`config.mk`:
```
export PLATFORM = sky130hd
export DESIGN_NAME = mux_2x1_arbiter
export DESIGN_NICKNAME = d
export VERILOG_FILES = /design/src/rtl/mux_arb_pkg.sv /design/src/rtl/mux_2x1_w.sv /design/src/rtl/mux_2x1_arbiter.sv
export SDC_FILE = /design/constraint.sdc
export NUM_CORES = 1
export LEC_CHECK = 0
export CORE_MARGIN = 2
export CORE_UTILIZATION = 44
export CTS_CLUSTER_DIAMETER = 200
export CTS_CLUSTER_SIZE = 20
export DETAILED_ROUTE_END_ITERATION = 16
export GPL_TIMING_DRIVEN = 1
export PLACE_DENSITY = 0.77
export SETUP_SLACK_MARGIN = 0.15
export SLEW_MARGIN = 20
export SYNTH_ARGS = -nofsm -noshare
export SYNTH_HDL_FRONTEND = slang
export SYNTH_HIERARCHICAL = 1
export SYNTH_SLANG_ARGS = --single-unit
```
`constraint.sdc`:
```
create_clock -name clk -period 1.9 [get_ports clk]
set_input_delay 0.38 -clock clk [delete_from_list [all_inputs] [get_ports clk]]
set_output_delay 0.38 -clock clk [all_outputs]
set_load 0.03 [all_outputs]
```
`src/rtl/mux_arb_pkg.sv`:
```
// Shared types and constants for the two-source round-robin mux arbiter.
package mux_arb_pkg;

  localparam int unsigned CNT_W         = 4;
  localparam int unsigned MAX_BURST_DEF = 4;

  typedef enum logic [1:0] {
    IDLE = 2'b00,
    G0   = 2'b01,
    G1   = 2'b10
  } state_e;

  // Both requesting: prio wins. A lone requester wins regardless of prio.
  function automatic state_e arbitrate(input logic r0, input logic r1, input logic p);
    if (r0 && r1) return p ? G1 : G0;
    else if (r0)  return G0;
    else if (r1)  return G1;
    else          return IDLE;
  endfunction

endpackage

```
`src/rtl/mux_2x1_w.sv`:
```
// W-bit combinational 2:1 multiplexer: sel = 0 picks x0, sel = 1 picks x1.
module mux_2x1_w #(
  parameter int unsigned W = 8
) (
  input  logic         sel,
  input  logic [W-1:0] x0,
  input  logic [W-1:0] x1,
  output logic [W-1:0] y
);

  always_comb begin
    y = sel ? x1 : x0;
  end

endmodule

```
`src/rtl/mux_2x1_arbiter.sv`:
```
// Round-robin arbiter sharing one 2:1 mux between two sources, with a
// per-grant burst limit and a registered output channel.
module mux_2x1_arbiter
  import mux_arb_pkg::*;
#(
  parameter int unsigned W         = 8,
  parameter int unsigned MAX_BURST = MAX_BURST_DEF
) (
  input  logic         clk,
  input  logic         rst_n,
  input  logic         req0,
  input  logic         req1,
  input  logic         last0,
  input  logic         last1,
  input  logic [W-1:0] x0,
  input  logic [W-1:0] x1,
  output logic         gnt0,
  output logic         gnt1,
  output logic         sel,
  output logic [W-1:0] out_data,
  output logic         out_valid
);

  localparam logic [CNT_W-1:0] MAX_CNT = CNT_W'(MAX_BURST);
  localparam logic [CNT_W-1:0] ONE     = CNT_W'(1);

  state_e           state_q, state_d;
  logic             prio_q, prio_d;
  logic [CNT_W-1:0] cnt_q, cnt_d, cnt_inc;
  logic             gnt0_q, gnt1_q, sel_q;
  logic [W-1:0]     out_data_q;
  logic             out_valid_q;
  logic             beat, release_g;
  logic [W-1:0]     mux_y;

  mux_2x1_w #(.W(W)) u_mux (
    .sel (sel_q),
    .x0  (x0),
    .x1  (x1),
    .y   (mux_y)
  );

  always_comb begin
    state_d   = state_q;
    prio_d    = prio_q;
    cnt_d     = cnt_q;
    beat      = 1'b0;
    release_g = 1'b0;
    cnt_inc   = cnt_q + ONE;
    case (state_q)
      IDLE: state_d = arbitrate(req0, req1, prio_q);
      G0: begin
        beat      = req0;
        release_g = !req0 || last0 || (cnt_inc == MAX_CNT);
      end
      G1: begin
        beat      = req1;
        release_g = !req1 || last1 || (cnt_inc == MAX_CNT);
      end
      default: state_d = IDLE;
    endcase
    // Release hands priority to the other source and re-arbitrates in the
    // same cycle, so a switch costs no idle bubble.
    if (release_g) begin
      prio_d  = (state_q == G0);
      cnt_d   = '0;
      state_d = arbitrate(req0, req1, prio_d);
    end else if (beat) begin
      cnt_d = cnt_inc;
    end
  end

  always_ff @(posedge clk) begin
    if (!rst_n) begin
      state_q     <= IDLE;
      prio_q      <= 1'b0;
      cnt_q       <= '0;
      gnt0_q      <= 1'b0;
      gnt1_q      <= 1'b0;
      sel_q       <= 1'b0;
      out_data_q  <= '0;
      out_valid_q <= 1'b0;
    end else begin
      state_q     <= state_d;
      prio_q      <= prio_d;
      cnt_q       <= cnt_d;
      gnt0_q      <= (state_d == G0);
      gnt1_q      <= (state_d == G1);
      sel_q       <= (state_d == G1);
      out_valid_q <= beat;
      if (beat) out_data_q <= mux_y;
    end
  end

  assign gnt0      = gnt0_q;
  assign gnt1      = gnt1_q;
  assign sel       = sel_q;
  assign out_data  = out_data_q;
  assign out_valid = out_valid_q;

endmodule
```
Word-level counts from Yosys, hierarchy flattened
Index checks and enable logic that the tools add are counted.
- bits in registers: 18
- input bits: 22
- output and inout port bits: 12
- logic and storage cells: 35
- add/sub/neg operators: 1
- eq/ne operators: 5
- mux-type cells: 11
- bitwise gates (word level): 1
- reduce and logical (&&, ||, !) cells: 10
- operators with widths (cell ; number):
    $mux W2 ; 7
    $mux W8 ; 1
    $add A4 B1 Y4 const B ; 1
    $eq A2 B1 Y1 const B ; 2
    $eq A2 B2 Y1 const B ; 2
    $eq A4 B3 Y1 const B ; 1
    $logic_or A1 B1 Y1 ; 4
    $pmux W1 S2 ; 2
    $pmux W2 S2 ; 1
    $reduce_or A2 Y1 ; 2
    $logic_not A1 Y1 ; 2
    $logic_not A2 Y1 ; 1
    $logic_and A1 B1 Y1 ; 1
    $not A1 Y1 ; 1

Logic depth before layout (Yosys ltp)
Gate-level depths: netlist (run 1).
- depth in word-level cells: 6
- depth in mapped cells: 7
- gate-level depth less buffers: 6

Hierarchy
Netlist (run 1), hierarchy kept.
- by module, submodules not included (module ; instances ; cells each ; area an instance (µm²) ; seq. area each (µm²)):
    mux_2x1_arbiter ; 1 ; 99 ; 847.1 ; 360.3
    mux_2x1_w ; 1 ; 9 ; 131.4 ; 0.0

Least setup slack after synthesis (run 1)
Ideal clock, no wire load.
- path kind: reg-to-reg
- start point: register state_q[0]
- end point: register prio_q
- setup time: 70 ps
- arrival time: 1384 ps
- data required time: 1830 ps
- slack: 446 ps
- stages on the path, launching flop included: 7
- path buffers: 2
- period minus slack after synthesis: 1454 ps
- path through: dfxtp_1 -> inv_1 -> ha_1 -> clkbuf_1 -> clkbuf_1 -> nand3_1 -> a21oi_1
- longest elaborated chain between the ends: 2
- elaborated cells on any way between the ends: 3
- those cells by class: eq/ne (2); mux (1)
- RTL lines (element ; line ; text):
    from (decl) ; mux_2x1_arbiter.sv:27 ; state_e state_q, state_d;
    from (signal assigned) ; mux_2x1_arbiter.sv:84 ; state_q <= state_d;
    $eq A2 B2 Y1 or $eq A2 B1 Y1 (tied branches) ; mux_2x1_arbiter.sv:50, mux_2x1_arbiter.sv:65 ;
    $pmux W1 S2 ; mux_2x1_arbiter.sv:50 ; case (state_q)
    to (signal assigned) ; mux_2x1_arbiter.sv:85 ; prio_q <= prio_d;
    to (decl) ; mux_2x1_arbiter.sv:28 ; logic prio_q, prio_d;
Parallel ways exist; a longest one is shown, timed or not.
A chain may end at the register's enable or synchronous reset.

Final worst setup path (run 1)
- start point: register out_data_q[7] (netlist: out_data[7])
- end point: output out_data[7]
- RTL lines (element ; line ; text):
    from (decl) ; mux_2x1_arbiter.sv:31 ; logic [W-1:0] out_data_q;
    from (signal assigned) ; mux_2x1_arbiter.sv:91 ; if (beat) out_data_q <= mux_y;
    to (decl) ; mux_2x1_arbiter.sv:20 ; output logic [W-1:0] out_data,
No word-level cell between the ends.

==> flow_summary_export.csv, run 1 <==
group,metric,value,unit
grt,grt.total_usage,17.5,%
cells_and_area,regArea,360,µm²
synthesis,syn_area_per_cell,9.06,µm²
placed_design,port_buffers,33,
synthesis,synth_fp_nets,134,
sta,tns,0,ns
grt,antenna_found_initial,0,
route,vias,870,
cells_and_area,fillerInstances,176,
power,p_total,1.48,mW
cells_and_area,diodes,0,
placed_design,place_area,0.00135,mm²
route,drt_iter0_markers,5,
synthesis,async_flop_share,0,%
floorplanning,die_area,0.00262,mm²
floorplanning,fp.dieW,51.2,µm
critical_path,crit_fanout,2,
synthesis,synthCells,108,
critical_path,arrival,1.31,ns
synthesis,synthTopCellsByArea,"dfxtp_1, mux2_4, a21oi_1",
grt,grt_max_degree,12,
sta,finalSetupViolCount,0,
grt,grt_pass1_vias,842,
route,ant_nets,0,
sta,slew_viol_final,0,
grt,grt_pass1_wl,3.51,mm
power,cellPowerDensity,1070,mW/mm²
cells_and_area,fin_util,64.7,%
clock_tree,postCtsSetupBuffers,0,
floorplanning,core_region_area,0.00215,mm²
power,ir_drop,601,µV
cells_and_area,design_area,0.00139,mm²
floorplanning,start_util,45.5,%
critical_path,crit_path_top_delay_cell,"clkdlybuf4s50_1",
floorplanning,rows,17,
sta,timing.final.crit_share,89.2,%
critical_path,critPathMaxStageDelay,0.68,ns
synthesis,synth_edf_count,0,
cells_and_area,area_growth,42.1,%
sta,fin_skew,0.00261,ns
synthesis,syn_area,978,µm²
flow_run,maxCapViolations,0,
placed_design,placed_cells,168,
placed_design,dp_hpwl,1.64,mm
floorplanning,ioPinCount,34,
clock_tree,cts_resized,0,
cells_and_area,drive_gt1_share,16.0,%
clock_tree,cts_tree,"done",
critical_path,crit_type,"flop to output pin",
power,p_leak,0.581,nW
grt,gr-total-overflow,0,
synthesis,synthFlopType,"dfxtp_1",
synthesis,ys_types,29,
route,wl_per_cell,12.0,µm
synthesis,yosys_warnings,6,
route,routed_wl,2.07,mm
cells_and_area,finalNetCount,171,
placed_design,dp_slack,0.103,ns
floorplanning,die_y,51.2,µm
critical_path,crit_buf_inv,1,
sta,worstMarginPinSlew,0.314,ns
clock_tree,cts_buffers,3,
min_path,hp-class,"flop to flop",
clock_tree,root_buffer,"clkbuf_4",
clock_tree,cts_sinks,18,
sta,relSlewSlack,79.0,%
outcome,outcome,"complete, no violations",
sta,worst_slack,0.206,ns
synthesis,synth_top_area_share,36.8,%
sta,final-hold-violation-count,0,
critical_path,cp_top_family,"buffers and inverters",
clock_tree,clockBufferDepth,2,
synthesis,synthTopCellsByCount,"dfxtp_1, a21oi_1, nand2_1, nand3_1, mux2_4",
clock_tree,cts.clk_slew.worst_paths,0.10,ns
critical_path,worstPathCellList,"clkdlybuf4s50_1",
sta,whs,0.467,ns
route,first_pass_iters,4,
placed_design,place_congestion,0.806,
sta,max_freq,590,MHz
cells_and_area,stdcell_count,172,
clock_tree,clock_latency,0.28,ns
critical_path,endpoint_kind,"output pin",
clock_tree,cts.hold.buffers_added,0,
sta,rsz0062_at_grt,"no",
synthesis,yosysTopAreaCell,"dfxtp_1",
synthesis,yosysSeqAreaShare,36.8,%
clock_tree,htree_levels,1,
synthesis,yosysMostFrequentCell,"dfxtp_1",
cells_and_area,multi_input_area,557,µm²
critical_path,cp_data_required_time,1.52,ns
route,avgViaCountPerCell,5.06,
sta,period_minus_slack,1.69,ns
route,remaining_drc_errors,0,
critical_path,cp-start-kind,"flop",
synthesis,ys_ff_latch,18,
## path summary, 6_finish.rpt
| kind | cells past startpoint | from | end | slack [ns] |
|---|---|---|---|---|
| worst max-delay path | 1 | out_data[7] | out_data[7] | 0.21 |
| worst min-delay path | 2 | out_data[1] | out_data[1] | 0.47 |
| worst max register to register | 6 | state_q[0] | sel | 0.27 |
| worst min register to register | 2 | out_data[1] | out_data[1] | 0.47 |
## report_power, final
part	internal, mW	switching, mW	total, mW
clock network	0.116	0.108	0.225
registers	0.437	0.0400	0.477
logic	0.359	0.424	0.782
## layout make-up
| type | instances | share of cell area [%] |
|---|---|---|
| Clock buffer | 4 | 2.61 |
| Tap cell | 28 | 2.52 |
| Timing Repair Buffer | 39 | 27.5 |
| Sequential cell | 18 | 25.9 |
| Inverter | 5 | 1.35 |
| Multi-Input combinational cell | 78 | 40.1 |
## routing by layer
metal | global-route usage [%] | vias to the layer above | wire length [µm]
met4 | 5.41 | 0 | 19
met5 | 0 | - | 0
li1 | - | 447 | -
met3 | 2.63 | 2 | 58
met2 | 31.6 | 18 | 1080
met1 | 21.1 | 403 | 909
## flip-flops by register name, summed over array words and instances, names as in the netlist
signal / count
out_data: 8
cnt_q: 4
state_q: 2
gnt0: 1
out_valid: 1
prio_q: 1
sel: 1
## layout by cell type, fill, tap and decap left out, drive strengths merged
master          n
o22a            1
o22ai           1
clkdlybuf4s50  30
nand2          12
o211ai          1
and3b           1
xor2            3
a41oi           1
nor2b           2
o21a            1
nor3            1
a21oi          13
buf             6
nand4           1
nand3          12
a22o            2
o21ai           4
dfxtp          18
a41o            1
inv             5
mux2            8
nand2b          2
ha              4
and3            1
nor2            5
clkbuf          4
nor3b           1
dlymetal6s2s    3
## cells by family (layout without fill, tap and decap cells)
group	count (synthesis)	count (layout)	synth area share [%]
mux	8	8	12.3
compound gates	25	25	16.8
flops	18	18	36.8
simple gates	38	38	20.1
xor+xnor	3	3	2.69
fa+ha+maj	4	4	5.12
buf+inv	12	48	6.27
Power figures use the tool's default switching activity.
==> run 2, diff against run 1 <==
--- a/config.mk
+++ b/config.mk
@@ -5,7 +5,7 @@
 export SDC_FILE = /design/constraint.sdc
 export NUM_CORES = 1
 export LEC_CHECK = 0
-export CORE_MARGIN = 2
+export CORE_MARGIN = 4
 export CORE_UTILIZATION = 44
 export CTS_CLUSTER_DIAMETER = 200
 export CTS_CLUSTER_SIZE = 20
==> flow_summary_export.csv, run 2 (synthesis gave the netlist of run 1 again) <==
group,metric,value,unit
outcome,outcome,"complete, no violations",
cells_and_area,diodes,0,
clock_tree,postCtsSetupBuffers,0,
cells_and_area,largest_register_ffs,8,
clock_tree,cts.hold.buffers_added,0,
floorplanning,rows,16,
clock_tree,clock_latency,0.29,ns
route,drt_iter0_markers,20,
clock_tree,root_buffer,"clkbuf_4",
power,ir_drop,765,µV
sta,worstMarginPinSlew,0.369,ns
critical_path,cp_top_family,"buffers and inverters",
grt,grt.total_usage,17.1,%
grt,grt_pass1_vias,833,
min_path,worstHoldStart,"out_data[7]",
cells_and_area,layout_commonest_cell,"clkdlybuf4s50_1",
floorplanning,start_util,47.9,%
placed_design,port_buffers,33,
power,switchingPower,596,µW
critical_path,r2r_slack,0.27,ns
floorplanning,die_area,0.00304,mm²
sta,timing.final.crit_share,89.5,%
cells_and_area,area_growth,42.1,%
grt,antenna_found_initial,0,
sta,rsz0062_at_grt,"yes",
sta,max_freq,588,MHz
floorplanning,ioPinCount,34,
route,ant_nets,0,
route,wl_per_cell,13.8,µm
placed_design,dp_slack,0.0918,ns
clock_tree,cts.clk_slew.worst_paths,0.10,ns
critical_path,crit_type,"flop to output pin",
sta,slew_viol_final,0,
floorplanning,fp.dieW,55.2,µm
floorplanning,die_y,55.2,µm
grt,grt_pass1_wl,3.67,mm
critical_path,cp-start-kind,"flop",
power,cellPowerDensity,1090,mW/mm²
sta,finalSetupViolCount,0,
sta,tns,0,ns
flow_run,maxCapViolations,0,
sta,worst_slack,0.199,ns
min_path,hold-path-endpoint,"out_data[7]",
critical_path,endpoint_kind,"output pin",
critical_path,crit_buf_inv,1,
min_path,hp-class,"flop to flop",
critical_path,worstPathCellList,"clkdlybuf4s50_1",
power,clkPwrFrac,15.3,%
clock_tree,clockBufferDepth,2,
critical_path,cp_data_required_time,1.52,ns
min_path,min_path_cells,2,
critical_path,arrival,1.32,ns
critical_path,crit_path_top_delay_cell,"clkdlybuf4s50_1",
sta,relSlewSlack,75.4,%
clock_tree,cts_buffers,3,
critical_path,rr_startpoint,"state_q[0]",
floorplanning,core_region_area,0.00204,mm²
cells_and_area,drive_gt1_share,16.8,%
power,p_leak,0.581,nW
route,vias,887,
critical_path,critPathMaxStageDelay,0.68,ns
clock_tree,htree_levels,1,
cells_and_area,stdcell_count,170,
route,first_pass_iters,4,
power,combinationalPowerShare,53.4,%
clock_tree,cts_sinks,18,
grt,gr-total-overflow,0,
power,swShare,39.3,%
cells_and_area,finalNetCount,170,
critical_path,crit_fanout,2,
power,p_seq_share,31.3,%
placed_design,place_congestion,0.860,
critical_path,rr_endpoint,"sel",
placed_design,placed_cells,166,
grt,grt_max_degree,12,
clock_tree,cts_tree,"done",
route,routed_wl,2.35,mm
critical_path,r2r_cells,5,
critical_path,crit_cells,1,
route,avgViaCountPerCell,5.22,
placed_design,dp_hpwl,1.89,mm
cells_and_area,final_cell_mix,"clkdlybuf4s50_1, dfxtp_1, a21oi_1",
route,remaining_drc_errors,0,
sta,fin_skew,0.000688,ns
sta,final-hold-violation-count,0,
power,power_report.internal_total,921,µW
sta,period_minus_slack,1.70,ns
[run 2: changes by cell type in the layout (fill, tap and decap cells not counted)]
cell / change
o22ai_2: +1
o22ai_1: -1
nand2_2: +1
nand2_1: -1
buf_4: -1
[run 2: timing repair]
action                     4_1_cts  5_1_grt
hold endpoints to repair         0        0
resized for setup                0        5
setup endpoints to repair        0       10
[run 2: per-layer routing]
| layer | track usage (%) | part of all wire, % | vias up |
|---|---|---|---|
| met2 | 29.3 | 51 | 16 |
| met1 | 21.6 | 44 | 424 |
| met3 | 4.83 | 4.1 | 2 |
| met5 | 0 | 0 | - |
| li1 | - | - | 445 |
| met4 | 2.43 | 0.55 | 0 |
[run 2: metrics by stage]
step                      util (%)  instance area [µm²]  hold slack (ns)  power [mW]
after global placement        65.5                 1340            0.442        1.27
after CTS                     67.3                 1370            0.468        1.51
final                         68.1                 1390            0.461        1.52
after global routing          68.1                 1390            0.474        1.61
after detailed placement      65.5                 1340            0.452        1.28
after floorplan                  -                  978            0.448        1.04
[run 2: how the worst max path moves through the flow]
stage / from / endpoint / slack (ns)
after floorplan: state_q[0] / prio_q / 0.45
after global placement: req1 / sel / 0.08
after detailed placement: req1 / sel / 0.09
after CTS: out_data[6] / out_data[6] / 0.18
after global routing: state_q[0] / sel / 0.15
final: out_data[0] / out_data[0] / 0.20
[run 2: final cells by class]
cell class	count	area, µm²
clock buffer	4	36.3
tap	27	33.8
fill	177	652
multi-input combinational	78	566
inverter	5	18.8
timing repair buffer	38	375
sequential	18	360
[run 2: power by group through the flow]
stage | clock (mW) | combinational (mW) | sequential (mW)
after global routing | 0.256 | 0.875 | 0.483
after floorplan | 0 | 0.489 | 0.549
after global placement | 0 | 0.791 | 0.481
final | 0.231 | 0.811 | 0.475
after detailed placement | 0 | 0.796 | 0.486
after CTS | 0.236 | 0.801 | 0.477
[run 2: worst reg2reg max path, cell delays in order (launching register included)]
cell	delay [ns]
dfxtp_1	0.38
inv_1	0.09
ha_1	0.52
inv_1	0.18
nor3_2	0.25
a22o_1	0.17
==> variant 1, RTL diff (settings of run 1) <==
`W` is set to 8 in 2 places; all go to 6.
--- a/src/rtl/mux_2x1_w.sv
+++ b/src/rtl/mux_2x1_w.sv
@@ -1,6 +1,6 @@
 // W-bit combinational 2:1 multiplexer: sel = 0 picks x0, sel = 1 picks x1.
 module mux_2x1_w #(
-  parameter int unsigned W = 8
+  parameter int unsigned W = 6
 ) (
   input  logic         sel,
   input  logic [W-1:0] x0,
--- a/src/rtl/mux_2x1_arbiter.sv
+++ b/src/rtl/mux_2x1_arbiter.sv
@@ -3,7 +3,7 @@
 module mux_2x1_arbiter
   import mux_arb_pkg::*;
 #(
-  parameter int unsigned W         = 8,
+  parameter int unsigned W         = 6,
   parameter int unsigned MAX_BURST = MAX_BURST_DEF
 ) (
   input  logic         clk,
Ports: changed (resized out_data, x0 and x1); port bits go from 34 to 28. No check against the original RTL was run, so the function may have changed too.
==> variant 1 against run 1 <==
Sequential cell count fell by 2; worst setup slack got worse by 0.0039 ns; final area fell by 13%; hold slack got worse by 0.0027 ns; cell count fell by 12%; wire length fell by 7.8%; synthesized area fell by 11%; total power fell by 8.2%; critical path type unchanged; highest routed layer unchanged.
==> variant 1: results (changes against run 1) <==
metric,value,unit,change
worst vdd ir,598.0,uV,was 600.7 uV
Syn Inst Count,96,,was 108
WHS Path Cells,2,,unchanged
max incr delay on CP,0.67,ns,
clock latency on the worst-skew pair,0.30,ns,was 0.28 ns
DP Worst Slack,0.1041,ns,was 0.1034 ns
post-synthesis compound-gate area fraction,0.1760,,was 0.1675
critical path's slowest cell,clkdlybuf4s50_1,,unchanged
number of global-route vias before repair,718,,was 842
Worst R2R Setup Slack,0.32,ns,was 0.27 ns
PostCTS Resize Cnt,2,,was 0
GRT Total Usage,0.1769,,was 0.1748
DR vias/cell,5.053,,was 5.058
max reg flops,6,,was 8
max-cap violation count,0,,unchanged
Avg WL per Cell,12.55,um,was 12.03 um
Iter 0 DRT Violations,13,,was 5
CTS H-Tree Depth,1,,unchanged
Routability Congestion,0.8664,,was 0.8061
Post-DP Area,1167,um^2,was 1346 um^2
post-synthesis mux area share,0.1030,,was 0.1228
reg2reg start,state_q[0],,unchanged
Util after Layout,0.6315,,was 0.6471
post-synthesis net count,118,,was 134
Non-Filler Instances,152,,was 172
leading post-synthesis cells by cell area,"dfxtp_1 37%, mux2_4 10%, a21oi_1 6.3%, ha_1 5.7%, nand3_1 5.7%",,"was dfxtp_1 37%, mux2_4 12%, a21oi_1 6.6%, nand3_1 6.1%, ha_1 5.1%"
Fin Clk Skew,0.003722,ns,was 0.002614 ns
first-pass GRT wire length,3132,um,was 3505 um
CP Data Arrival Time,1.32,ns,
top post-synthesis cells by count,"16 x dfxtp_1, 11 x a21oi_1, 10 x nand3_1",,"was 18 x dfxtp_1, 13 x a21oi_1, 12 x nand2_1, 12 x nand3_1, 8 x mux2_4"
Adder-Cell Fraction of Synth Area,0.05722,,was 0.05115
Worst Tran Pin Value,0.3456,ns,was 0.3139 ns
post-synthesis sequential area ratio,0.3662,,was 0.3683
Post-DP HPWL,1427,um,was 1635 um
FILL cells,172,,was 176
pin count of the biggest net entering global routing,12,,unchanged
Fin Hold WS,0.4639,ns,was 0.4666 ns
antenna violations before repair,0,,unchanged
leakage,0.5400,nW,was 0.5813 nW
Synth Area in XOR/XNOR,0.03004,,was 0.02685
reg-to-reg endpoint,sel,,unchanged
P_sw,0.5410,mW,was 0.5722 mW
share of layout cells above drive strength 1,0.1600,,was 0.1597
Port Buffer Count,27,,was 33
status,completed,,unchanged
-- variant 1: cell types whose count changed after synthesis --
cell	run 1	this run
nand2_2	0	1
mux2_4	8	6
clkbuf_1	3	2
buf_2	1	0
nand2_1	12	9
a21oi_1	13	11
nand3_1	12	10
dfxtp_1	18	16
-- variant 1: worst max-delay path by stage --
stage | from | endpoint | slack [ns]
after floorplan | state_q[0] | sel | 0.46
after global placement | req0 | sel | 0.13
after detailed placement | req0 | sel | 0.10
after CTS | out_data[0] | out_data[0] | 0.19
after global routing | out_data[3] | out_data[3] | 0.16
final | out_data[3] | out_data[3] | 0.20
-- variant 1: power by group through the flow --
stage | Clock (mW) | Combinational (mW) | Sequential [mW]
floorplan | 0 | 0.445 | 0.490
global placement | 0 | 0.693 | 0.434
detailed placement | 0 | 0.698 | 0.437
CTS | 0.241 | 0.693 | 0.429
global route | 0.257 | 0.752 | 0.437
finish | 0.237 | 0.696 | 0.429
-- variant 1: layer usage --
metal	track usage	wire length [um]	vias to the layer above	share of wire
met5	0	0	-	0
met4	0.1143	52	0	0.027
met3	0.04321	106	4	0.056
met2	0.2986	910	22	0.48
met1	0.1988	839	350	0.44
li1	-	-	392	-
-- variant 1: cell type report --
| class | count | share of cell area |
|---|---|---|
| timing repair buffer | 30 | 0.2474 |
| multi-input combinational | 70 | 0.4155 |
| clock buffer | 4 | 0.02990 |
| inverter | 5 | 0.01546 |
| tap | 27 | 0.02784 |
| sequential | 16 | 0.2639 |
-- variant 1: kinds of logic (layout without fill, tap and decap cells) --
kind of cell / count (synthesis) / after routing
muxes: 6 / 6
and+or+nand+nor: 34 / 34
AOI/OAI and AO/OA: 23 / 23
adders and majority gates: 4 / 4
xor gates and xnor gates: 3 / 3
DFF: 16 / 16
buffers and inverters: 10 / 39
==> variant 2, RTL diff (settings of run 1) <==
Without the edit above. Reset style: asynchronous (`rst_n`), changed in one clocked block.
--- a/src/rtl/mux_2x1_arbiter.sv
+++ b/src/rtl/mux_2x1_arbiter.sv
@@ -70,7 +70,7 @@
     end
   end
 
-  always_ff @(posedge clk) begin
+  always_ff @(posedge clk or negedge rst_n) begin
     if (!rst_n) begin
       state_q     <= IDLE;
       prio_q      <= 1'b0;
Behaviour: differs if rst_n is asserted again (counterexample within 4 cycles, from zero or initial values and one cycle with rst_n low); with rst_n held inactive, the same outputs for 10 cycles.
==> variant 2 against run 1 <==
Final area grew 7.7%; total power increased by 52%; synthesized area is 2.8% higher; die area rose by 2.6%; sequential cell count did not move; fmax shrank 1.3%; wire length grew 5.9%; worst setup slack worse by 0.023 ns; utilization up 3.7 points.
==> variant 2: results (changes against run 1) <==
metric,value,unit,change
Fin Hold WS,0.3981,ns,was 0.4666 ns
Fin Clk Skew,0.005508,ns,was 0.002614 ns
pin count of the biggest net entering global routing,19,,was 12
GRT Total Usage,0.1819,,was 0.1748
Post-Route WL,2192,um,was 2069 um
post-synthesis mux area share,0.2649,,was 0.1228
first-pass GRT wire length,3532,um,was 3505 um
leakage,0.7192,nW,was 0.5813 nW
Post-DP HPWL,1609,um,was 1635 um
Iter 0 DRT Violations,2,,was 5
"Primary FF master, synth",dfrtp_1,,was dfxtp_1
leading post-synthesis cells by cell area,"dfrtp_1 45%, mux2_4 13%, mux2_2 10%, ha_1 5.0%, mux2i_1 3.0%",,"was dfxtp_1 37%, mux2_4 12%, a21oi_1 6.6%, nand3_1 6.1%, ha_1 5.1%"
post-synthesis net count,107,,was 134
share of layout cells above drive strength 1,0.3333,,was 0.1597
Synth Area in XOR/XNOR,0.008706,,was 0.02685
worst vdd ir,868.2,uV,was 600.7 uV
Synth async-reset ratio,1.000,,was 0
CP max FO,6,,was 2
status,completed,,unchanged
reg2reg start,state_q[1],,was state_q[0]
CP Data Arrival Time,1.91,ns,was 1.31 ns
post-synthesis compound-gate area fraction,0.1070,,was 0.1675
Max-slew headroom,0.7782,,was 0.7901
top post-synthesis cells by count,"18 x dfrtp_1, 9 x mux2_2, 9 x mux2_4",,"was 18 x dfxtp_1, 13 x a21oi_1, 12 x nand2_1, 12 x nand3_1, 8 x mux2_4"
crit path time final,1.717,ns,was 1.694 ns
reg-to-reg endpoint,out_data[3],,was sel
Syn Inst Count,81,,was 108
Post-DP Area,1416,um^2,was 1346 um^2
Avg WL per Cell,14.23,um,was 12.03 um
Routability Congestion,0.8721,,was 0.8061
-- variant 2: changes by cell type in the layout (fill, tap and decap cells not counted), moves of 4 or more --
cell	change
dlymetal6s2s_1	+4
dfrtp_1	+18
a21oi_1	-9
inv_1	-4
nand2_1	-9
buf_4	+5
dfxtp_1	-18
nand3_1	-11
mux2_2	+9
clkdlybuf4s50_1	-6
-- variant 2: logic make-up (layout without fill, tap and decap cells) --
family | after synthesis | count (layout)
buffers and inverters | 7 | 52
multiplexers | 21 | 21
AND/OR/NAND/NOR | 13 | 13
XOR/XNOR | 1 | 1
adder cells (fa/ha/maj) | 4 | 4
AO/OA/AOI/OAI | 17 | 17
flip-flops | 18 | 18
-- variant 2: final cells by class --
cell class	count	share of cell area
clock buffer	3	0.01504
tap	28	0.02339
inverter	3	0.007519
sequential	18	0.3008
timing repair buffer	46	0.3008
multi-input combinational	56	0.3525
-- variant 2: critical path, stage by stage (launching register included) --
cell and delay [ns]:
dfrtp_1 0.42, inv_2 0.09, ha_1 0.30, buf_4 0.12, nor2b_2 0.17, buf_4 0.17
mux2_2 0.33
-- variant 2: repair_timing --
item,4_1_cts,5_1_grt
pin swaps,0,2
buffers inserted,1,1
endpoints found under the setup margin,12,23
gates cloned,0,1
hold endpoints to repair,0,0
gates resized for setup,4,14
-- variant 2: worst max-delay path by stage --
stage | from | endpoint | depth (start not counted)
finish | state_q[1] | out_data[3] | 6
detailed placement | req0 | prio_q | 4
CTS | state_q[1] | out_data[0] | 6
floorplan | state_q[0] | prio_q | 6
global route | state_q[0] | gnt0 | 7
global placement | req0 | prio_q | 4
-- variant 2: layer usage --
layer,track usage,share of wire
met5,0,0
met4,0.08333,0.019
met3,0.05747,0.044
met2,0.3226,0.53
met1,0.1959,0.41
-- variant 2: power groups by stage --
stage	Clock (mW)	Combinational, mW	Sequential, mW
2_1_floorplan	0	0.683	0.860
3_3_place_gp	0	1.34	0.633
3_5_place_dp	0	1.37	0.640
4_1_cts	0.202	1.40	0.633
5_1_grt	0.209	1.54	0.650
6_report	0.197	1.43	0.633
